File: src/rtl/ov7670_frame_capture_if.sv
// ----------------------------------------------------------------------------
// ov7670_frame_capture_if
//   Bundles the OV7670 DVP bus and the camera-FIFO write port that the
//   capture stage sits between.
//
//   Signals:
//     cam_vsync    camera VSYNC, high = vertical blank, low = active frame
//     href         camera line-valid
//     p_data[7:0]  camera data byte
//     queue_full   FIFO Full flag
//     queue_data   FIFO Data word, bit 16 = frame-start marker flag
//     queue_wr_en  FIFO WrEn strobe
//
//   Modports:
//     master  the capture block (samples camera, drives the FIFO write side)
//     slave   the environment (drives camera and FIFO status, sees writes)
// ----------------------------------------------------------------------------
interface ov7670_frame_capture_if;
    logic        cam_vsync;
    logic        href;
    logic [7:0]  p_data;
    logic        queue_full;
    logic [16:0] queue_data;
    logic        queue_wr_en;

    modport master (
        input  cam_vsync, href, p_data, queue_full,
        output queue_data, queue_wr_en
    );

    modport slave (
        output cam_vsync, href, p_data, queue_full,
        input  queue_data, queue_wr_en
    );
endinterface

File: src/rtl/ov7670_frame_capture.sv
// ----------------------------------------------------------------------------
// ov7670_frame_capture
//   Samples the OV7670 DVP bus on the pixel clock, packs byte pairs into
//   RGB565 pixels and pushes 17-bit words into the camera FIFO: one marker
//   (17'h10000) at frame start, then {1'b0, pixel} per pixel. A word that is
//   due while the FIFO is full drops the rest of that frame.
//
//   Ports:
//     clk          camera pixel clock
//     reset_p      synchronous, active-high reset
//     calib_done   memory calibration complete (level); low parks the FSM
//     bus          ov7670_frame_capture_if.master (camera in, FIFO write out)
//     frame_done   one-cycle pulse at the end of a completed frame
//     overflow     sticky: a word was due while the FIFO was full
//     size_error   sticky frame-geometry error (0 unless size check built in)
//     frame_count  completed frames, wraps at 16'hFFFF
//
//   Optional feature: define CAPTURE_SIZE_CHECK_EN to build per-line pixel
//   and per-frame line counters that check against FRAME_WIDTH/FRAME_HEIGHT.
// ----------------------------------------------------------------------------
module ov7670_frame_capture #(
    parameter int FRAME_WIDTH  = 640,
    parameter int FRAME_HEIGHT = 480
) (
    input  logic                          clk,
    input  logic                          reset_p,
    input  logic                          calib_done,
    ov7670_frame_capture_if.master        bus,
    output logic                          frame_done,
    output logic                          overflow,
    output logic                          size_error,
    output logic [15:0]                   frame_count
);

    typedef enum logic [2:0] {
        WAIT_CALIBRATION,
        WAIT_VSYNC_HIGH,
        WAIT_FRAME_START,
        ROW_CAPTURE,
        DROP_FRAME
    } state_t;

    if (FRAME_WIDTH < 1 || FRAME_HEIGHT < 1) begin : g_bad_geometry
        $error("ov7670_frame_capture: FRAME_WIDTH and FRAME_HEIGHT must be positive");
    end

    // Stage 1: raw camera inputs registered once.
    logic       r_cam_vsync;
    logic       r_href;
    logic [7:0] r_p_data;
    // Stage 2: VSYNC level/edges and the byte stream, aligned so that every
    // FSM decision (marker, pixel, frame end) lands two edges after sampling.
    logic       r_vsync_d;
    logic       r_vsync_rise;
    logic       r_vsync_fall;
    logic       r_href_d;
    logic [7:0] r_p_data_d;

    state_t     r_state;
    logic       r_pixel_half;   // 1 = high byte already held in r_pixel_hi
    logic [7:0] r_pixel_hi;

`ifdef CAPTURE_SIZE_CHECK_EN
    localparam int PIX_CNT_W  = $clog2(FRAME_WIDTH + 1);
    localparam int LINE_CNT_W = $clog2(FRAME_HEIGHT + 1);
    logic                  r_href_prev;
    logic [PIX_CNT_W-1:0]  r_pix_cnt;
    logic [LINE_CNT_W-1:0] r_line_cnt;
    logic                  r_size_error;
    assign size_error = r_size_error;
`else
    assign size_error = 1'b0;
`endif

    always_ff @(posedge clk) begin
        if (reset_p) begin
            // NOTE: sequential state uses non-blocking assignments only, so
            // every stage reads the value from before this edge.
            r_cam_vsync  <= 1'b0;
            r_href       <= 1'b0;
            r_p_data     <= '0;
            r_vsync_d    <= 1'b0;
            r_vsync_rise <= 1'b0;
            r_vsync_fall <= 1'b0;
            r_href_d     <= 1'b0;
            r_p_data_d   <= '0;
`ifdef CAPTURE_SIZE_CHECK_EN
            r_href_prev  <= 1'b0;
`endif
        end else begin
            r_cam_vsync  <= bus.cam_vsync;
            r_href       <= bus.href;
            r_p_data     <= bus.p_data;
            r_vsync_d    <= r_cam_vsync;
            r_vsync_rise <= r_cam_vsync & ~r_vsync_d;
            r_vsync_fall <= ~r_cam_vsync & r_vsync_d;
            r_href_d     <= r_href;
            r_p_data_d   <= r_p_data;
`ifdef CAPTURE_SIZE_CHECK_EN
            r_href_prev  <= r_href_d;
`endif
        end
    end

    always_ff @(posedge clk) begin
        if (reset_p) begin
            r_state         <= WAIT_CALIBRATION;
            r_pixel_half    <= 1'b0;
            r_pixel_hi      <= '0;
            bus.queue_data  <= '0;
            bus.queue_wr_en <= 1'b0;
            frame_done      <= 1'b0;
            overflow        <= 1'b0;
            frame_count     <= '0;
`ifdef CAPTURE_SIZE_CHECK_EN
            r_pix_cnt       <= '0;
            r_line_cnt      <= '0;
            r_size_error    <= 1'b0;
`endif
        end else begin
            // Strobes default low so each write/pulse lasts one cycle.
            bus.queue_wr_en <= 1'b0;
            frame_done      <= 1'b0;

            if (!calib_done) begin
                // Losing calibration abandons the frame; nothing is written.
                r_state      <= WAIT_CALIBRATION;
                r_pixel_half <= 1'b0;
            end else begin
                unique case (r_state)
                    WAIT_CALIBRATION: r_state <= WAIT_VSYNC_HIGH;

                    // Only a blank period seen first guarantees we never
                    // start capturing in the middle of a frame.
                    WAIT_VSYNC_HIGH: if (r_vsync_d) r_state <= WAIT_FRAME_START;

                    WAIT_FRAME_START: begin
                        r_pixel_half <= 1'b0;
                        if (r_vsync_fall) begin
                            if (bus.queue_full) begin
                                overflow <= 1'b1;
                                r_state  <= DROP_FRAME;
                            end else begin
                                bus.queue_wr_en <= 1'b1;
                                bus.queue_data  <= 17'h10000;
                                r_state         <= ROW_CAPTURE;
`ifdef CAPTURE_SIZE_CHECK_EN
                                r_pix_cnt       <= '0;
                                r_line_cnt      <= '0;
`endif
                            end
                        end
                    end

                    ROW_CAPTURE: begin
                        if (r_vsync_rise) begin
                            // Frame end wins over a pixel completing this cycle.
                            frame_done   <= 1'b1;
                            frame_count  <= frame_count + 16'd1;
                            r_pixel_half <= 1'b0;
                            r_state      <= WAIT_FRAME_START;
`ifdef CAPTURE_SIZE_CHECK_EN
                            if (r_line_cnt != LINE_CNT_W'(FRAME_HEIGHT)) r_size_error <= 1'b1;
`endif
                        end else if (r_href_d) begin
                            r_pixel_half <= ~r_pixel_half;
                            if (!r_pixel_half) begin
                                r_pixel_hi <= r_p_data_d;
                            end else if (bus.queue_full) begin
                                overflow     <= 1'b1;
                                r_pixel_half <= 1'b0;
                                r_state      <= DROP_FRAME;
                            end else begin
                                bus.queue_wr_en <= 1'b1;
                                bus.queue_data  <= {1'b0, r_pixel_hi, r_p_data_d};
`ifdef CAPTURE_SIZE_CHECK_EN
                                r_pix_cnt       <= r_pix_cnt + PIX_CNT_W'(1);
`endif
                            end
                        end else begin
                            // Line gap: an unpaired trailing byte is discarded.
                            r_pixel_half <= 1'b0;
`ifdef CAPTURE_SIZE_CHECK_EN
                            if (r_href_prev) begin
                                if (r_pix_cnt != PIX_CNT_W'(FRAME_WIDTH)) r_size_error <= 1'b1;
                                r_pix_cnt  <= '0;
                                r_line_cnt <= r_line_cnt + LINE_CNT_W'(1);
                            end
`endif
                        end
                    end

                    DROP_FRAME: begin
                        r_pixel_half <= 1'b0;
                        if (r_vsync_rise) r_state <= WAIT_FRAME_START;
                    end

                    default: r_state <= WAIT_CALIBRATION;
                endcase
            end
        end
    end

endmodule

File: src/flat_wrapper.sv
// flat-port wrapper written by rule: the top's interface ports become plain ports
module ov7670_frame_capture_flat 
#(
    parameter int FRAME_WIDTH  = 640,
    parameter int FRAME_HEIGHT = 480
)
  (clk, reset_p, calib_done, frame_done, overflow, size_error, frame_count, bus_cam_vsync, bus_href, bus_p_data, bus_queue_full, bus_queue_data, bus_queue_wr_en);
  ov7670_frame_capture_if bus_i ();
  input  logic clk;
  input  logic reset_p;
  input  logic calib_done;
  output logic frame_done;
  output logic overflow;
  output logic size_error;
  output logic [15:0] frame_count;
  input wire logic [$bits(bus_i.cam_vsync)-1:0] bus_cam_vsync;
  input wire logic [$bits(bus_i.href)-1:0] bus_href;
  input wire logic [$bits(bus_i.p_data)-1:0] bus_p_data;
  input wire logic [$bits(bus_i.queue_full)-1:0] bus_queue_full;
  output wire logic [$bits(bus_i.queue_data)-1:0] bus_queue_data;
  output wire logic [$bits(bus_i.queue_wr_en)-1:0] bus_queue_wr_en;
  assign bus_i.cam_vsync = bus_cam_vsync;
  assign bus_i.href = bus_href;
  assign bus_i.p_data = bus_p_data;
  assign bus_i.queue_full = bus_queue_full;
  assign bus_queue_data = bus_i.queue_data;
  assign bus_queue_wr_en = bus_i.queue_wr_en;
  ov7670_frame_capture #(.FRAME_WIDTH(FRAME_WIDTH), .FRAME_HEIGHT(FRAME_HEIGHT)) u_core (.clk(clk), .reset_p(reset_p), .calib_done(calib_done), .bus(bus_i), .frame_done(frame_done), .overflow(overflow), .size_error(size_error), .frame_count(frame_count));
endmodule
File: config.mk
export PLATFORM = sky130hd
export DESIGN_NAME = ov7670_frame_capture_flat
export DESIGN_NICKNAME = d
export VERILOG_FILES = /design/src/rtl/ov7670_frame_capture_if.sv /design/src/rtl/ov7670_frame_capture.sv /design/src/flat_wrapper.sv
export SDC_FILE = /design/constraint.sdc
export NUM_CORES = 1
export LEC_CHECK = 0
export CORE_ASPECT_RATIO = 1.75
export CORE_MARGIN = 2
export CORE_UTILIZATION = 30
export DETAILED_ROUTE_END_ITERATION = 10
export PLACE_DENSITY = 0.56
export SYNTH_ARGS = -nofsm -noshare
export SYNTH_HDL_FRONTEND = slang
export SYNTH_SLANG_ARGS = --single-unit
export TNS_END_PERCENT = 50
File: constraint.sdc
create_clock -name clk -period 3.9 [get_ports clk]
set_clock_uncertainty 0.2 [all_clocks]
set_input_delay 0.78 -clock clk [delete_from_list [all_inputs] [get_ports clk]]
set_output_delay 0.78 -clock clk [all_outputs]
set_load 0.005 [all_outputs]
==> impl_metrics.env <==
export IMPL_r2r_slack_ns=1.59
export IMPL_cts_made_buffers=9
export IMPL_antenna_cells=0
export IMPL_status="finished clean"
export IMPL_cts_tree="done"
export IMPL_synth_warnings=0
export IMPL_drive_above_1_share_pct=7.78
export IMPL_synth_edff_count=0
export IMPL_row_count=45
export IMPL_ys_seq_area_share_pct=52.4
export IMPL_synth_ff_type="dfxtp_1"
export IMPL_crit_path_max_incr_delay_ns=0.64
export IMPL_track_usage_pct=12.7
export IMPL_yosysTopAreaCell="dfxtp_1"
export IMPL_synth_area_leaders="dfxtp_1, nor2b_1, a21oi_1"
export IMPL_dp_slack_ns=1.06
export IMPL_die_area_um2=9720
export IMPL_hold_buffers=0
export IMPL_cp_top_family="simple AND/OR/NAND/NOR gates"
export IMPL_fill_cells=869
export IMPL_clk_latency_ns=0.33
export IMPL_hold_violations=0
export IMPL_period_minus_slack_ns=2.48
export IMPL_startpoint="calib_done"
export IMPL_critPathMaxFanout=8
export IMPL_grt_max_degree=48
export IMPL_cp_required_ns=3.91
export IMPL_grt_overflow_total=0
export IMPL_met1_length_mm=2.36
export IMPL_cts_root_buffer="clkbuf_16"
export IMPL_path_class="input pin to flop"
export IMPL_min_delay_start="u_core.r_cam_vsync"
export IMPL_multi_input_area_um2=1190
export IMPL_intPower_uw=1320
export IMPL_synth_nets=298
export IMPL_hp_class="flop to flop"
export IMPL_post_route_period_util_pct=63.7
export IMPL_io_pins=51
export IMPL_clockPowerShare_pct=51.8
export IMPL_ys_seq_elements=70
export IMPL_gp_congestion=0.813
export IMPL_die_x_um=75.4
export IMPL_ant_nets=0
export IMPL_critPathCaptureType="flop"
export IMPL_syn2layout_area_growth_pct=33.4
export IMPL_wl_met3_um=321
export IMPL_setup_ws_ns=1.42
export IMPL_place_area_um2=3250
export IMPL_grt_antenna_before_repair=0
export IMPL_clockBufferDepth=2
export IMPL_fmax_mhz=403
export IMPL_seqCellArea_um2=1400
export IMPL_avgSynthCellArea_um2=9.46
export IMPL_final_cell_mix="dfxtp_1, clkdlybuf4s50_1, nor2_1, nor2b_1"
export IMPL_wl_per_cell_um=12.6
export IMPL_path_cells="clkdlybuf4s50_1 > nand4_2 > nor4_4 > nand4_1 > mux2_1"
export IMPL_finalInstanceArea_um2=3570
export IMPL_synthCells=283
export IMPL_drtIter0Drc=101
export IMPL_cts_max_level=3
export IMPL_clkTransAtPathRegs_ns=0.05
export IMPL_viasPerCell=4.73
export IMPL_dr_pass1_iters=4
export IMPL_die_height_um=129
export IMPL_rsz0062_at_grt="no"
export IMPL_max_cap_violations=0
export IMPL_route_met2_wl_mm=2.87
export IMPL_synth_area_um2=2680
export IMPL_grt_pass1_vias=2014
export IMPL_post_cts_resized=0
export IMPL_core_area_um2=8670
export IMPL_net_switching_power_uw=321
export IMPL_pwr_share_comb_pct=3.2
export IMPL_swShare_pct=19.6
export IMPL_port_buffers=49
export IMPL_yosysTopAreaCellShare_pct=52.4
export IMPL_initial_utilization_pct=30.9
export IMPL_top_layer="met4"
export IMPL_holdWs_ns=0.209
export IMPL_power_density_nw_per_um2=459
export IMPL_layout_commonest_cell="dfxtp_1"
export IMPL_clock_sinks=70
export IMPL_crit_buf_inv=1
export IMPL_ir_drop_uv=294
export IMPL_async_reset_ff_share_pct=0
export IMPL_crit_reg2reg_launch="u_core.r_state[1]"
export IMPL_startpoint_type="input pin"
export IMPL_p_seq_share_pct=45.0
export IMPL_slew_viol_final=0
export IMPL_wl_mm=5.67
export IMPL_drcViolationCount=0
export IMPL_yosys_cell_types_count=43
export IMPL_crit_arrival_ns=2.49
export IMPL_nets=344
export IMPL_grt_pass1_wl_mm=9.32
export IMPL_leakagePower_uw=0.00123
export IMPL_worst_path_max_delay_cell="clkdlybuf4s50_1"
export IMPL_post_cts_buffers=0
export IMPL_setup_violations=0
export IMPL_dr_total_vias=2132
export IMPL_dpl_hpwl_mm=3.90
export IMPL_final_util_pct=41.2
export IMPL_setup_total_negative_slack_ns=0
-- cell type report --
class                           instances  share of cell area [%]
Clock inverter                          2                    1.05
Multi-Input combinational cell        194                    33.3
Sequential cell                        70                    39.3
Tap cell                              117                    4.10
Inverter                                3                   0.315
Timing Repair Buffer                   51                    14.0
Clock buffer                           14                    7.96
-- final timing paths --
kind	endpoint	cells after the start
max	u_core.frame_count[15]	5
max reg2reg	u_core.frame_count[12]	5
min	u_core.r_vsync_fall	1
min reg2reg	u_core.r_vsync_fall	1
-- synthesized netlist by cell type, types with 3 or more instances --
cell type / number
dfxtp_1: 70
nor2_1: 27
nor2b_1: 25
a21oi_1: 24
nand3_1: 24
nand2_1: 21
mux2i_1: 9
clkbuf_1: 7
nand2b_1: 7
buf_2: 6
nand4_1: 5
and3_1: 4
xnor2_1: 4
xor2_1: 4
a31oi_1: 3
inv_1: 3
nor3b_1: 3
o31ai_1: 3
or4_1: 3
-- metal layers --
metal / track usage, % / vias to the layer above
li1: - / 1070
met1: 13.9 / 995
met5: 0 / -
met3: 4.15 / 9
met2: 21.5 / 58
met4: 6.19 / 0
-- registers in the layout, summed over array words and instances, names as in the netlist --
register / count
u_core.r_pixel_hi: 8
u_core.r_p_data: 8
u_core.overflow: 1
u_core.r_vsync_d: 1
u_core.r_vsync_fall: 1
u_core.r_pixel_half: 1
u_core.r_p_data_d: 8
u_core.frame_count: 16
u_core.r_vsync_rise: 1
u_core.bus.queue_data: 17
u_core.frame_done: 1
u_core.r_href_d: 1
u_core.bus.queue_wr_en: 1
u_core.r_cam_vsync: 1
u_core.r_state: 3
u_core.r_href: 1
-- power groups by stage --
stage / sequential, uW / combinational, uW / clock [uW]
2_1_floorplan: 747 / 36.1 / 0
3_3_place_gp: 752 / 51.1 / 0
3_5_place_dp: 753 / 52.4 / 0
4_1_cts: 737 / 52.6 / 870
5_1_grt: 739 / 58.2 / 900
6_report: 738 / 52.4 / 849
-- logic make-up (layout without fill, tap and decap cells) --
| kind of cell | count (synthesis) | after routing | synth area share [%] |
|---|---|---|---|
| adder cells (fa/ha/maj) | 1 | 1 | 0.467 |
| buffers and inverters | 19 | 70 | 3.23 |
| multiplexers | 11 | 11 | 4.21 |
| XOR/XNOR | 8 | 8 | 2.62 |
| AO/OA/AOI/OAI | 40 | 40 | 9.40 |
| flip-flops | 70 | 70 | 52.4 |
| AND/OR/NAND/NOR | 133 | 133 | 27.6 |
| other | 1 | 1 | 0.140 |
-- stage by stage --
step                      std cells  power [uW]
after detailed placement        435         805
after CTS                       451        1660
final                           451        1640
after global placement          435         803
after global routing            451        1700
after floorplan                 283         783
-- worst register-to-register path, cell delays in order (launching register included) --
cell	delay, ns
dfxtp_1	0.58
and3b_1	0.42
buf_4	0.30
nand2_4	0.10
or4_1	0.50
a21oi_1	0.15
Power figures use the tool's default switching activity.
